==> src/rtl/prog_loader_pkg.sv <==
`default_nettype none
// ============================================================================
// Module      : prog_loader_pkg
// Description : Shared constants and one-hot FSM encodings for the program loader.
// Revision    : 1.0 - initial release
// ============================================================================
package prog_loader_pkg;

    localparam logic [7:0] c_loader_magic = 8'hA5;

    // One-hot, 7 bits, in line with the core's one-hot stage style
    typedef enum logic [6:0] {
        c_st_idle   = 7'b000_0001,
        c_st_len_lo = 7'b000_0010,
        c_st_len_hi = 7'b000_0100,
        c_st_data   = 7'b000_1000,
        c_st_csum   = 7'b001_0000,
        c_st_done   = 7'b010_0000,
        c_st_error  = 7'b100_0000
    } state_t;

endpackage
`default_nettype wire

==> src/rtl/prog_loader_word_packer.sv <==
`default_nettype none
// ============================================================================
// Module      : prog_loader_word_packer
// Description : Assembles 4 LSB-first bytes into a 32-bit word, one-cycle ready pulse.
// Revision    : 1.0 - initial release
// ============================================================================
module prog_loader_word_packer (
    input  logic        clk,
    input  logic        rst_n,
    input  logic        i_clr,
    input  logic        i_valid,
    input  logic [7:0]  i_byte,
    output logic        o_last,
    output logic        o_word_valid,
    output logic [31:0] o_word
);

    logic [1:0]  r_idx;
    logic [23:0] r_shift;
    logic [31:0] r_word;
    logic        r_word_valid;

    always_ff @(posedge clk) begin
        if (!rst_n) begin
            r_idx        <= 2'd0;
            r_shift      <= 24'd0;
            r_word       <= 32'd0;
            r_word_valid <= 1'b0;
        end else begin
            r_word_valid <= 1'b0;
            if (i_clr) begin
                r_idx   <= 2'd0;
                r_shift <= 24'd0;
            end else if (i_valid) begin
                // Bytes enter at the top, so after three the shifter holds {b2,b1,b0}
                if (r_idx == 2'd3) begin
                    r_word       <= {i_byte, r_shift};
                    r_word_valid <= 1'b1;
                    r_idx        <= 2'd0;
                end else begin
                    r_shift <= {i_byte, r_shift[23:8]};
                    r_idx   <= r_idx + 2'd1;
                end
            end
        end
    end

    assign o_last       = (r_idx == 2'd3);
    assign o_word_valid = r_word_valid;
    assign o_word       = r_word;

endmodule
`default_nettype wire

==> src/rtl/prog_loader.sv <==
`default_nettype none
// ============================================================================
// Module      : prog_loader
// Description : Parses a framed byte stream and writes the program memory; holds the core until a good frame lands.
// Revision    : 1.0 - initial release
// ============================================================================
module prog_loader
    import prog_loader_pkg::*;
#(
    parameter int         ADDR_W = 10,
    parameter logic [7:0] MAGIC  = c_loader_magic
) (
    input  logic              clk,
    input  logic              rst_n,
    input  logic [7:0]        rx_data,
    input  logic              rx_valid,
    output logic              mem_we,
    output logic [ADDR_W-1:0] mem_addr,
    output logic [31:0]       mem_wdata,
    output logic              cpu_hold,
    output logic              done,
    output logic              err
);

    localparam logic [16:0] c_max_words = 17'(2 ** ADDR_W);

    state_t            r_state;
    state_t            w_next;
    logic [7:0]        r_len_lo;
    logic [15:0]       r_len;
    logic [15:0]       r_wcnt;
    logic [ADDR_W-1:0] r_waddr;
    logic [ADDR_W-1:0] r_mem_addr;
    logic [7:0]        r_xor;

    logic [15:0]       w_len;
    logic              w_len_big;
    logic              w_data_byte;
    logic              w_byte_last;
    logic              w_last_word;
    logic              w_pkr_clr;

    assign w_len       = {rx_data, r_len_lo};
    assign w_len_big   = ({1'b0, w_len} > c_max_words);
    assign w_data_byte = rx_valid && (r_state == c_st_data);
    assign w_last_word = (r_wcnt == (r_len - 16'd1));
    assign w_pkr_clr   = rx_valid && (r_state == c_st_len_hi);

    prog_loader_word_packer u_packer (
        .clk          (clk),
        .rst_n        (rst_n),
        .i_clr        (w_pkr_clr),
        .i_valid      (w_data_byte),
        .i_byte       (rx_data),
        .o_last       (w_byte_last),
        .o_word_valid (mem_we),
        .o_word       (mem_wdata)
    );

    always_ff @(posedge clk) begin
        if (!rst_n) begin
            r_state <= c_st_idle;
        end else begin
            r_state <= w_next;
        end
    end

    always_comb begin
        w_next = r_state;
        if (rx_valid) begin
            case (r_state)
                c_st_idle:   if (rx_data == MAGIC) w_next = c_st_len_lo;
                c_st_len_lo: w_next = c_st_len_hi;
                c_st_len_hi: begin
                    if (w_len == 16'd0)  w_next = c_st_csum;
                    else if (w_len_big)  w_next = c_st_error;
                    else                 w_next = c_st_data;
                end
                c_st_data:   if (w_byte_last && w_last_word) w_next = c_st_csum;
                c_st_csum:   w_next = (rx_data == r_xor) ? c_st_done : c_st_error;
                c_st_done,
                c_st_error:  if (rx_data == MAGIC) w_next = c_st_len_lo;
                default:     w_next = c_st_idle;
            endcase
        end
    end

    always_ff @(posedge clk) begin
        if (!rst_n) begin
            r_len_lo   <= 8'd0;
            r_len      <= 16'd0;
            r_wcnt     <= 16'd0;
            r_waddr    <= '0;
            r_mem_addr <= '0;
            r_xor      <= 8'd0;
        end else begin
            if (rx_valid && (r_state == c_st_len_lo)) begin
                r_len_lo <= rx_data;
            end
            if (rx_valid && (r_state == c_st_len_hi)) begin
                r_len   <= w_len;
                r_wcnt  <= 16'd0;
                r_waddr <= '0;
                r_xor   <= 8'd0;
            end
            if (w_data_byte) begin
                r_xor <= r_xor ^ rx_data;
                // Address is captured alongside the packer's word so both land together
                if (w_byte_last) begin
                    r_mem_addr <= r_waddr;
                    r_waddr    <= r_waddr + ADDR_W'(1);
                    r_wcnt     <= r_wcnt + 16'd1;
                end
            end
        end
    end

    assign mem_addr = r_mem_addr;
    assign cpu_hold = (r_state != c_st_done);
    assign done     = (r_state == c_st_done);
    assign err      = (r_state == c_st_error);

endmodule
`default_nettype wire
==> config.mk <==
export PLATFORM = sky130hd
export DESIGN_NAME = prog_loader
export DESIGN_NICKNAME = d
export VERILOG_FILES = /design/src/rtl/prog_loader_pkg.sv /design/src/rtl/prog_loader_word_packer.sv /design/src/rtl/prog_loader.sv
export SDC_FILE = /design/constraint.sdc
export NUM_CORES = 1
export LEC_CHECK = 0
export ABC_AREA = 1
export CAP_MARGIN = 20
export CORE_MARGIN = 2
export CORE_UTILIZATION = 38
export DETAILED_ROUTE_END_ITERATION = 16
export PLACE_DENSITY = 0.6
export SLEW_MARGIN = 5
export SYNTH_ARGS = -nofsm -noshare
export SYNTH_HDL_FRONTEND = slang
export SYNTH_HIERARCHICAL = 1
export SYNTH_SLANG_ARGS = --single-unit
==> constraint.sdc <==
create_clock -name clk -period 1.9 [get_ports clk]
set_input_delay 0.285 -clock clk [delete_from_list [all_inputs] [get_ports clk]]
set_output_delay 0.285 -clock clk [all_outputs]
set_load 0.02 [all_outputs]
==> flow_summary.yaml <==
drt:
  postRouteWirelength_um: 15700
  detail_route.wl_per_cell_um: 12.5
  vias: 5790
  ant_nets: 0
  vias_per_cell: 4.63
  firstDrtPassIters: 5
  post-route-drc-count: 0
  initialDrtViolationCount: 361
worst_setup_path:
  start_kind: "register"
  critical-path-max-stage-delay_ns: 0.32
  worst_setup_path_end_kind: "register"
  reg2reg_depth: 15
  crit_end: "r_state[4]"
  arrival_ns: 2.20
  crit_required_ns: 2.22
  rrSetupSlack_ns: 0.02
  crit_path_cell_trace: "buf_4, nor2_4, nand2_4, nor2_4, buf_4, nand4_1, nand2_1, inv_1, nor2_1, nand3_2, nand2_4, buf_6, nand4_1, nand2_1, nor2_2"
  critical_path_class: "register to register"
  cp_max_fo: 4
  rr_startpoint: "r_len[1]"
  worstReg2RegEnd: "r_state[4]"
  cp_slowest_cell: "dfxtp_2"
  startpoint: "r_len[1]"
synthesis:
  ys_warn_count: 6
  async_flop_share_pct: 0
  syn_area_sq_mm: 0.00622
  seq_area_frac_synth_pct: 43.1
  synth_edf_count: 0
  synthCells: 906
  syn_avg_cell_area_sq_um: 6.86
  synth_seq_cells: 134
  syn_nets: 921
  dominantRegCellSynth: "dfxtp_1"
  ys_types: 44
clocking:
  cts_buffer_depth: 2
  cts_made_buffers: 17
  clk_latency_ns: 0.42
  clkTransAtPathRegs_ns: 0.06
  cts_max_level: 4
  cts-root-buf: "clkbuf_16"
  clkSinkCount: 134
  cts_tree: "built"
sta:
  finalSetupViolations: 0
  fmax_ghz: 0.532
  slew_violations: 0
  hold_viol_final: 0
  setup_slack_ns: 0.0210
  rsz0062_at_grt: "yes"
  maxSlewHeadroom_pct: 65.8
  whs_ns: 0.278
  skew_ns: 0.00850
  tightest_slew_ns: 0.509
  finalCriticalPeriod_ns: 1.88
  fin_crit_sh_pct: 98.9
floorplanning:
  die_height_um: 132
  io_pins: 57
  die_w_um: 132
  rows: 46
  start_util_pct: 39.0
  coreArea_sq_mm: 0.0159
  die_area_sq_mm: 0.0174
pwr:
  ir_drop_v: 0.000822
  total_leakage_power_nw: 3.65
  power_density_mw_per_mm2: 952
  power.total_w: 0.00786
placement:
  globalplace.congestion: 0.824
  pre_cts_ws_ns: -0.154
  io_buffers: 56
  dpl.hpwl_um: 10700
final_layout:
  final_nets: 1037
  drive_above_1_share_pct: 15.7
  n_antenna_cell: 0
  fillers: 1584
  area_growth_pct: 32.8
global_route:
  grt_antenna_before_repair: 0
  grt-ovfl-total: 0
  grt_pass1_vias: 5187
  track_usage_pct: 17.7
  grt_max_degree: 66
  grt_pass1_wl_um: 25200
min_path:
  hold_class: "input pin to register"
run:
  cap_violations: 0
status:
  status: "finished, final reports clean"
## worst max-delay path: cells and delay by family, from the launching register on
family,cells,cell delay [ns]
DFF,1,0.32
and+or+nand+nor,11,1.04
buffers and inverters,4,0.40
## repair_timing
item | 4_1_cts | 5_1_grt
pin swaps | 11 | 10
setup endpoints to repair | 17 | 56
hold buffers | 0 | 0
gates resized for setup | 24 | 23
gates cloned | 1 | 2
setup buffers | 1 | 1
hold endpoints to repair | 0 | 0
## how the worst min path moves through the flow
stage                      startpoint                  end  slack (ns)  cells after the start
final                           rst_n            r_wcnt[1]        0.28                      3
after global routing            rst_n            r_wcnt[3]        0.29                      2
after global placement    mem_addr[7]          mem_addr[7]        0.45                      2
after floorplan            rx_data[0]  u_packer/o_word[24]        0.42                      2
after detailed placement  mem_addr[7]          mem_addr[7]        0.45                      2
after CTS                       rst_n            r_wcnt[6]        0.28                      2
## cell usage after synthesis, types with 10 or more instances
| master | number | area [sq um] |
|---|---|---|
| inv_1 | 106 | 398 |
| nor2_1 | 165 | 619 |
| buf_2 | 19 | 95.1 |
| clkbuf_1 | 11 | 41.3 |
| a21oi_1 | 58 | 290 |
| dfxtp_1 | 134 | 2680 |
| nor3_1 | 10 | 50.1 |
| nand3_1 | 27 | 135 |
| xor2_1 | 15 | 131 |
| nand2_1 | 216 | 811 |
| nand4_1 | 13 | 81.3 |
| o21ai_0 | 49 | 245 |
## cells by family (layout without fill, tap and decap cells)
family / count (synthesis) / after routing / share of synthesized area, %
DFF: 134 / 134 / 43.1
xor gates and xnor gates: 24 / 24 / 3.38
adders and majority gates: 4 / 4 / 0.805
AOI/OAI and AO/OA: 136 / 136 / 12.1
and+or+nand+nor: 461 / 462 / 30.9
buffers and inverters: 147 / 274 / 9.72
## metal layers
metal	global-route usage, %	wire length [um]	share of wire, %	vias up
met5	0	0	0	-
met4	6.10	165	1.1	0
met3	4.58	551	3.5	14
met2	26.9	7020	45	80
met1	24.4	7940	51	2597
li1	-	-	-	3099
## flip-flops by register name, summed over array words and instances (netlist names), 7 cells and up
register and count:
u_packer/o_word 32, u_packer/r_shift 24, r_len 16, r_wcnt 16, mem_addr 10, r_waddr 10
r_len_lo 8, r_xor 8, r_state 7
## stage by stage
stage	utilization (%)	instances	instance area [sq um]	setup TNS [ns]
2_1_floorplan	-	906	6230	0
3_3_place_gp	47.0	1214	7490	-1.63
3_5_place_dp	47.0	1214	7490	-1.29
4_1_cts	51.2	1247	8160	-0.0342
5_1_grt	51.8	1250	8260	-0.912
6_report	51.8	1250	8260	0
## placed cells by master (no fill, tap or decap), types with 7 or more instances in the layout
cell and instances:
o21ai_0 48, a21oi_1 58, clkbuf_16 19, nor2_2 15, nand3_1 25, nand2_1 213
nor3_1 8, dfxtp_1 129, nand4_1 13, xor2_1 15, clkdlybuf4s50_1 52, nor2_1 156
inv_1 103, xnor2_1 9, buf_4 68, o21ai_1 7
## final cells by class
cell class                 instances  area, sq um  share of cell area, %
inverter                         110          413                   5.00
sequential                       134         2690                   32.6
clock inverter                    11          125                   1.51
multi-input combinational        626         3070                   37.2
timing repair buffer             133         1230                   14.9
tap                              216          270                   3.27
clock buffer                      20          457                   5.53
## report_power, final
| group | total [W] | internal [W] | switching (W) |
|---|---|---|---|
| clock | 0.00324 | 0.00199 | 0.00124 |
| sequential | 0.00304 | 0.00293 | 0.000113 |
| combinational | 0.00158 | 0.000690 | 0.000888 |
Note: power is estimated with default switching activity, not from simulation.
